$ cat src/rtl/byte_frame_receiver.sv
// Byte-bus frame receiver: hunts for SOF, parses length/payload/checksum, flags pass/fail.
// Optional frame/error statistics counters when BYTE_FRAME_RECEIVER_STATS_EN is defined.
module byte_frame_receiver #(
  parameter logic [7:0] SOF     = 8'h42,
  parameter int         MAX_LEN = 16,
  parameter int         TIMEOUT = 8
) (
  input  logic        clk,
  input  logic        rst,
  input  logic [7:0]  a,
  input  logic        a_vld,
  output logic [7:0]  pay_data,
  output logic        pay_vld,
  output logic        frame_ok,
  output logic        frame_err,
  output logic [1:0]  err_code,
  output logic        busy
`ifdef BYTE_FRAME_RECEIVER_STATS_EN
  ,
  output logic [15:0] frame_cnt,
  output logic [15:0] err_cnt
`endif
);

  typedef enum logic [1:0] {IDLE, LEN, PAY, CHK} state_t;

  localparam logic [7:0] MAX_LEN_B   = MAX_LEN[7:0];
  localparam logic [7:0] IDLE_LIMIT  = 8'(TIMEOUT - 1);
  localparam logic [1:0] CODE_LEN    = 2'd1;
  localparam logic [1:0] CODE_CHK    = 2'd2;
  localparam logic [1:0] CODE_TMO    = 2'd3;

  // Checksum accumulation wraps modulo 256; the carry is intentionally dropped.
  function automatic logic [7:0] add_wrap8(input logic [7:0] x, input logic [7:0] y);
    logic [8:0] s;
    s = {1'b0, x} + {1'b0, y};
    return s[7:0];
  endfunction

  state_t     state, state_nxt;
  logic [7:0] len_cnt, len_nxt;
  logic [7:0] sum, sum_nxt;
  logic [7:0] idle_cnt, idle_nxt;
  logic [7:0] pay_data_nxt;
  logic       pay_vld_nxt, ok_nxt, err_nxt;
  logic [1:0] code_nxt;

  always_comb begin
    state_nxt    = state;
    len_nxt      = len_cnt;
    sum_nxt      = sum;
    idle_nxt     = idle_cnt;
    pay_data_nxt = pay_data;
    pay_vld_nxt  = 1'b0;
    ok_nxt       = 1'b0;
    err_nxt      = 1'b0;
    code_nxt     = err_code;

    if (state == IDLE) begin
      idle_nxt = 8'd0;
      if (a_vld && (a == SOF)) begin
        state_nxt = LEN;
        sum_nxt   = 8'd0;
      end
    end else if (!a_vld) begin
      // Consecutive idle cycles inside a frame; the TIMEOUT-th one aborts it.
      if (idle_cnt == IDLE_LIMIT) begin
        state_nxt = IDLE;
        idle_nxt  = 8'd0;
        err_nxt   = 1'b1;
        code_nxt  = CODE_TMO;
      end else begin
        idle_nxt = idle_cnt + 8'd1;
      end
    end else begin
      idle_nxt = 8'd0;
      case (state)
        LEN: begin
          if (a > MAX_LEN_B) begin
            state_nxt = IDLE;
            err_nxt   = 1'b1;
            code_nxt  = CODE_LEN;
          end else if (a == 8'd0) begin
            state_nxt = CHK;
            sum_nxt   = 8'd0;
          end else begin
            state_nxt = PAY;
            len_nxt   = a;
            sum_nxt   = a;
          end
        end
        PAY: begin
          pay_data_nxt = a;
          pay_vld_nxt  = 1'b1;
          sum_nxt      = add_wrap8(sum, a);
          len_nxt      = len_cnt - 8'd1;
          if (len_cnt == 8'd1) state_nxt = CHK;
        end
        CHK: begin
          state_nxt = IDLE;
          if (a == sum) begin
            ok_nxt = 1'b1;
          end else begin
            err_nxt  = 1'b1;
            code_nxt = CODE_CHK;
          end
        end
        default: state_nxt = IDLE;
      endcase
    end
  end

  always_ff @(posedge clk) begin
    if (rst) begin
      state     <= IDLE;
      len_cnt   <= 8'd0;
      sum       <= 8'd0;
      idle_cnt  <= 8'd0;
      pay_data  <= 8'h00;
      pay_vld   <= 1'b0;
      frame_ok  <= 1'b0;
      frame_err <= 1'b0;
      err_code  <= 2'd0;
      busy      <= 1'b0;
    end else begin
      state     <= state_nxt;
      len_cnt   <= len_nxt;
      sum       <= sum_nxt;
      idle_cnt  <= idle_nxt;
      pay_data  <= pay_data_nxt;
      pay_vld   <= pay_vld_nxt;
      frame_ok  <= ok_nxt;
      frame_err <= err_nxt;
      err_code  <= code_nxt;
      busy      <= (state_nxt != IDLE);
    end
  end

`ifdef BYTE_FRAME_RECEIVER_STATS_EN
  function automatic logic [15:0] sat_inc16(input logic [15:0] v);
    return (v == 16'hFFFF) ? v : v + 16'd1;
  endfunction

  // Counters advance on the same edge that raises the matching pulse.
  always_ff @(posedge clk) begin
    if (rst) begin
      frame_cnt <= 16'd0;
      err_cnt   <= 16'd0;
    end else begin
      if (ok_nxt)  frame_cnt <= sat_inc16(frame_cnt);
      if (err_nxt) err_cnt   <= sat_inc16(err_cnt);
    end
  end
`endif

endmodule

$ cat config.mk
export PLATFORM = sky130hd
export DESIGN_NAME = byte_frame_receiver
export DESIGN_NICKNAME = d
export VERILOG_FILES = /design/src/rtl/byte_frame_receiver.sv
export SDC_FILE = /design/constraint.sdc
export NUM_CORES = 1
export LEC_CHECK = 0
export BUFFER_PORTS_ARGS = -buffer_cell sky130_fd_sc_hd__buf_2
export CORE_UTILIZATION = 30
export DETAILED_ROUTE_END_ITERATION = 8
export HOLD_SLACK_MARGIN = 0.05
export PLACE_DENSITY = 0.5
export SLEW_MARGIN = 40
export SYNTH_ARGS = -nofsm -noshare
export SYNTH_HDL_FRONTEND = slang
export SYNTH_SLANG_ARGS = --single-unit
export TNS_END_PERCENT = 5
$ cat constraint.sdc
create_clock -name clk -period 2.7 [get_ports clk]
set_input_delay 0.135 -clock clk [delete_from_list [all_inputs] [get_ports clk]]
set_output_delay 0.135 -clock clk [all_outputs]
set_load 0.02 [all_outputs]
==> reports/qor.yml <==
clock_tree:
  clockBufferDepth: 2
  htree_levels: 2
  cts-hold-fix-buffers: 0
  clock-root-buffer: "clkbuf_8"
  cts_resized: 0
  clock_sinks: 40
  cts_tree: "done"
  postCtsSetupBuffers: 0
  cts.clk_slew.worst_paths_ns: 0.08
  cts_buffers: 5
  clock_latency_ns: 0.29
setup_path:
  crit_cells: 8
  path_cells: "inv_1, ha_1, inv_1, nand2_1, nor3_4, nor2_1, a22oi_1, nor2_1"
  ff2ff_path_depth: 8
  reg2reg_from: "state[0]"
  r2r_end: "sum[0]"
  cp.required_ns: 2.87
  critical-path-top-delay-family: "simple AND/OR/NAND/NOR gates"
  crit_path_max_fanout: 9
  crit_type: "reg -> reg"
  worstSetupStartpoint: "state[0]"
  max_stage_delay_ns: 0.47
  worst-path-buf-inv: 2
  start_kind: "flop"
  critPathSlowestCell: "dfxtp_1"
  arrival_ns: 2.38
  cp-end-kind: "flop"
  ff2ff_setup_slack_ns: 0.49
  endpoint: "sum[0]"
drt:
  drcViolationCount: 0
  vias: 2094
  first_pass_iters: 4
  routed_wl_um: 5895
  postRouteAntennaNets: 0
  viasPerCell: 5.145
  drtIter0Drc: 85
  wl_per_cell_um: 14.48
power_and_ir_drop:
  power.density_nw_per_um2: 431.5
  power.switching_uw: 301.4
  clock_power_share_pct: 35.7
  swShare_pct: 26.06
  p_int_uw: 855.1
  leakagePower_nw: 1.070
  comb_power_share_pct: 12.1
  pwr-share-seq_pct: 52.2
  vdd_drop_max_v: 0.0002025
cells_and_area:
  most-common-layout-cells: "40 x nor2_1, 40 x dfxtp_1, 24 x buf_2, 23 x a21oi_1, 21 x nand2_1"
  area_growth_pct: 12.50
  nNetsFinal: 331
  fin_cells: 407
  fillers: 830
  fin_area_um2: 2680
  antennaDiodeCount: 0
  drive_gt1_share_pct: 14.75
sta:
  setup_violations: 0
  holdWs_ns: 0.1688
  fin_setup_tns_ns: 0
  max_slew_margin_pct: 56.68
  fin_crit_ns: 2.214
  fmax_mhz: 451.7
  rsz0062_at_grt: "no"
  skew_ns: 0.005854
  fin_ws_ns: 0.4863
  fin_crit_sh_pct: 81.99
  tightest_slew_ns: 0.6482
  slew_viol_final: 0
  hold_viol_final: 0
grt:
  grt_use_met2_pct: 25.63
  top_usage_layer: "met2"
  met3_usage_pct: 2.848
  grt_overflow_total: 0
  antenna_found_initial: 0
  grt_pass1_vias: 2044
  grt_pass1_wl_um: 10090
  grt_max_degree: 36
  use_met1_pct: 19.74
  grt_usage_pct: 15.06
placed_design:
  dp.cells: 399
  place_hpwl_um: 4280
  place.gp.congestion: 0.8445
  dpl-instance-area_um2: 2590
  portBuffers: 24
  post-place-ws_ns: 0.5114
synthesis:
  synthAdderAreaFrac_pct: 8.718
  syn-instance-count: 283
  synth_xor_area_share_pct: 4.412
  synth_area_um2: 2382
  async_reset_ff_share_pct: 0
  yosysSeqAreaShare_pct: 33.61
  synth-compound-area-share_pct: 18.59
  synth-edff-count: 0
  synth-simple-area-share_pct: 26.68
  syn_nets: 310
  synth_cell_types: 55
  synth_area_per_cell_um2: 8.418
  ys_warn_count: 0
  synth_ff_type: "dfxtp_1"
  synth_top_family_by_area: "simple AND/OR/NAND/NOR gates"
  ys_ff_latch: 40
  synthMuxAreaShare_pct: 3.782
floorplanning:
  fp.dieArea_um2: 8301
  die_h_um: 91.11
  io-pin-count: 25
  initial_core_util_pct: 30.99
  rows: 32
  die_x_um: 91.11
  coreArea_um2: 7687
hold_path:
  hp-class: "in -> reg"
status:
  status: "complete, no violations"
flow_run:
  drv_cap: 0
## cell type report
cell class,instances,area [um2],share of cell area [%]
clock buffers,8,90.09,3.361
flip-flops and latches,40,800.8,29.88
repair buffers,26,135.1,5.042
multi-input cells,219,1481,55.28
inverters,12,45.04,1.681
well taps,102,127.6,4.762
## cells by family after synthesis
| logic type | after synthesis |
|---|---|
| simple gates | 118 |
| compound gates | 64 |
| flops | 40 |
| buf+inv | 24 |
| fa+ha+maj | 16 |
| xor+xnor | 12 |
| mux | 9 |
## tightest hold or removal path, cell delays in order
cell     delay [ns]
buf_2          0.14
mux2i_1        0.08
nor2_1         0.07
## sequential cells by signal (all words and copies together) (netlist names)
name / cells
idle_cnt: 8
len_cnt: 8
pay_data: 8
sum: 8
err_code: 2
state: 2
busy: 1
frame_err: 1
frame_ok: 1
pay_vld: 1
## through the flow
step           total power [mW]  util (%)
2_1_floorplan            0.7126         -
3_3_place_gp             0.7560     33.69
3_5_place_dp             0.7569     33.69
4_1_cts                   1.172     34.86
5_1_grt                   1.215     34.86
6_report                  1.157     34.86
## how the worst min path moves through the flow
stage	startpoint	endpoint	cells after the start
global placement	idle_cnt[0]	idle_cnt[0]	1
CTS	a[3]	pay_data[3]	3
global route	a[3]	pay_data[3]	3
floorplan	a[0]	pay_data[0]	2
detailed placement	idle_cnt[0]	idle_cnt[0]	1
finish	a[3]	pay_data[3]	3
## synth_stat cells, drive strengths merged (4+ instances only)
| cell type | number | area, um2 |
|---|---|---|
| dfxtp | 40 | 800.8 |
| nor2 | 40 | 150.1 |
| a21oi | 23 | 115.1 |
| nand2 | 21 | 78.83 |
| ha | 15 | 187.7 |
| nand3 | 14 | 70.07 |
| inv | 12 | 45.04 |
| nor3 | 12 | 82.58 |
| o21ai | 11 | 55.05 |
| mux2i | 9 | 90.09 |
| clkbuf | 7 | 26.28 |
| xnor2 | 7 | 61.31 |
| buf | 5 | 28.78 |
| nor2b | 5 | 31.28 |
| xor2 | 5 | 43.79 |
| and3 | 4 | 25.02 |
## power groups by stage
stage / Sequential, mW / Clock (mW) / Combinational (mW)
6_report: 0.604 / 0.413 / 0.140
3_5_place_dp: 0.617 / 0 / 0.140
5_1_grt: 0.605 / 0.455 / 0.156
3_3_place_gp: 0.617 / 0 / 0.139
4_1_cts: 0.603 / 0.428 / 0.140
2_1_floorplan: 0.618 / 0 / 0.0944
## metal layers
| layer | share of wire, % | vias to the layer above |
|---|---|---|
| met5 | 0 | - |
| met4 | 0.61 | 0 |
| met3 | 3.1 | 7 |
| met2 | 46 | 42 |
| met1 | 50 | 988 |
| li1 | - | 1057 |
(Power assumes the default switching activity.)
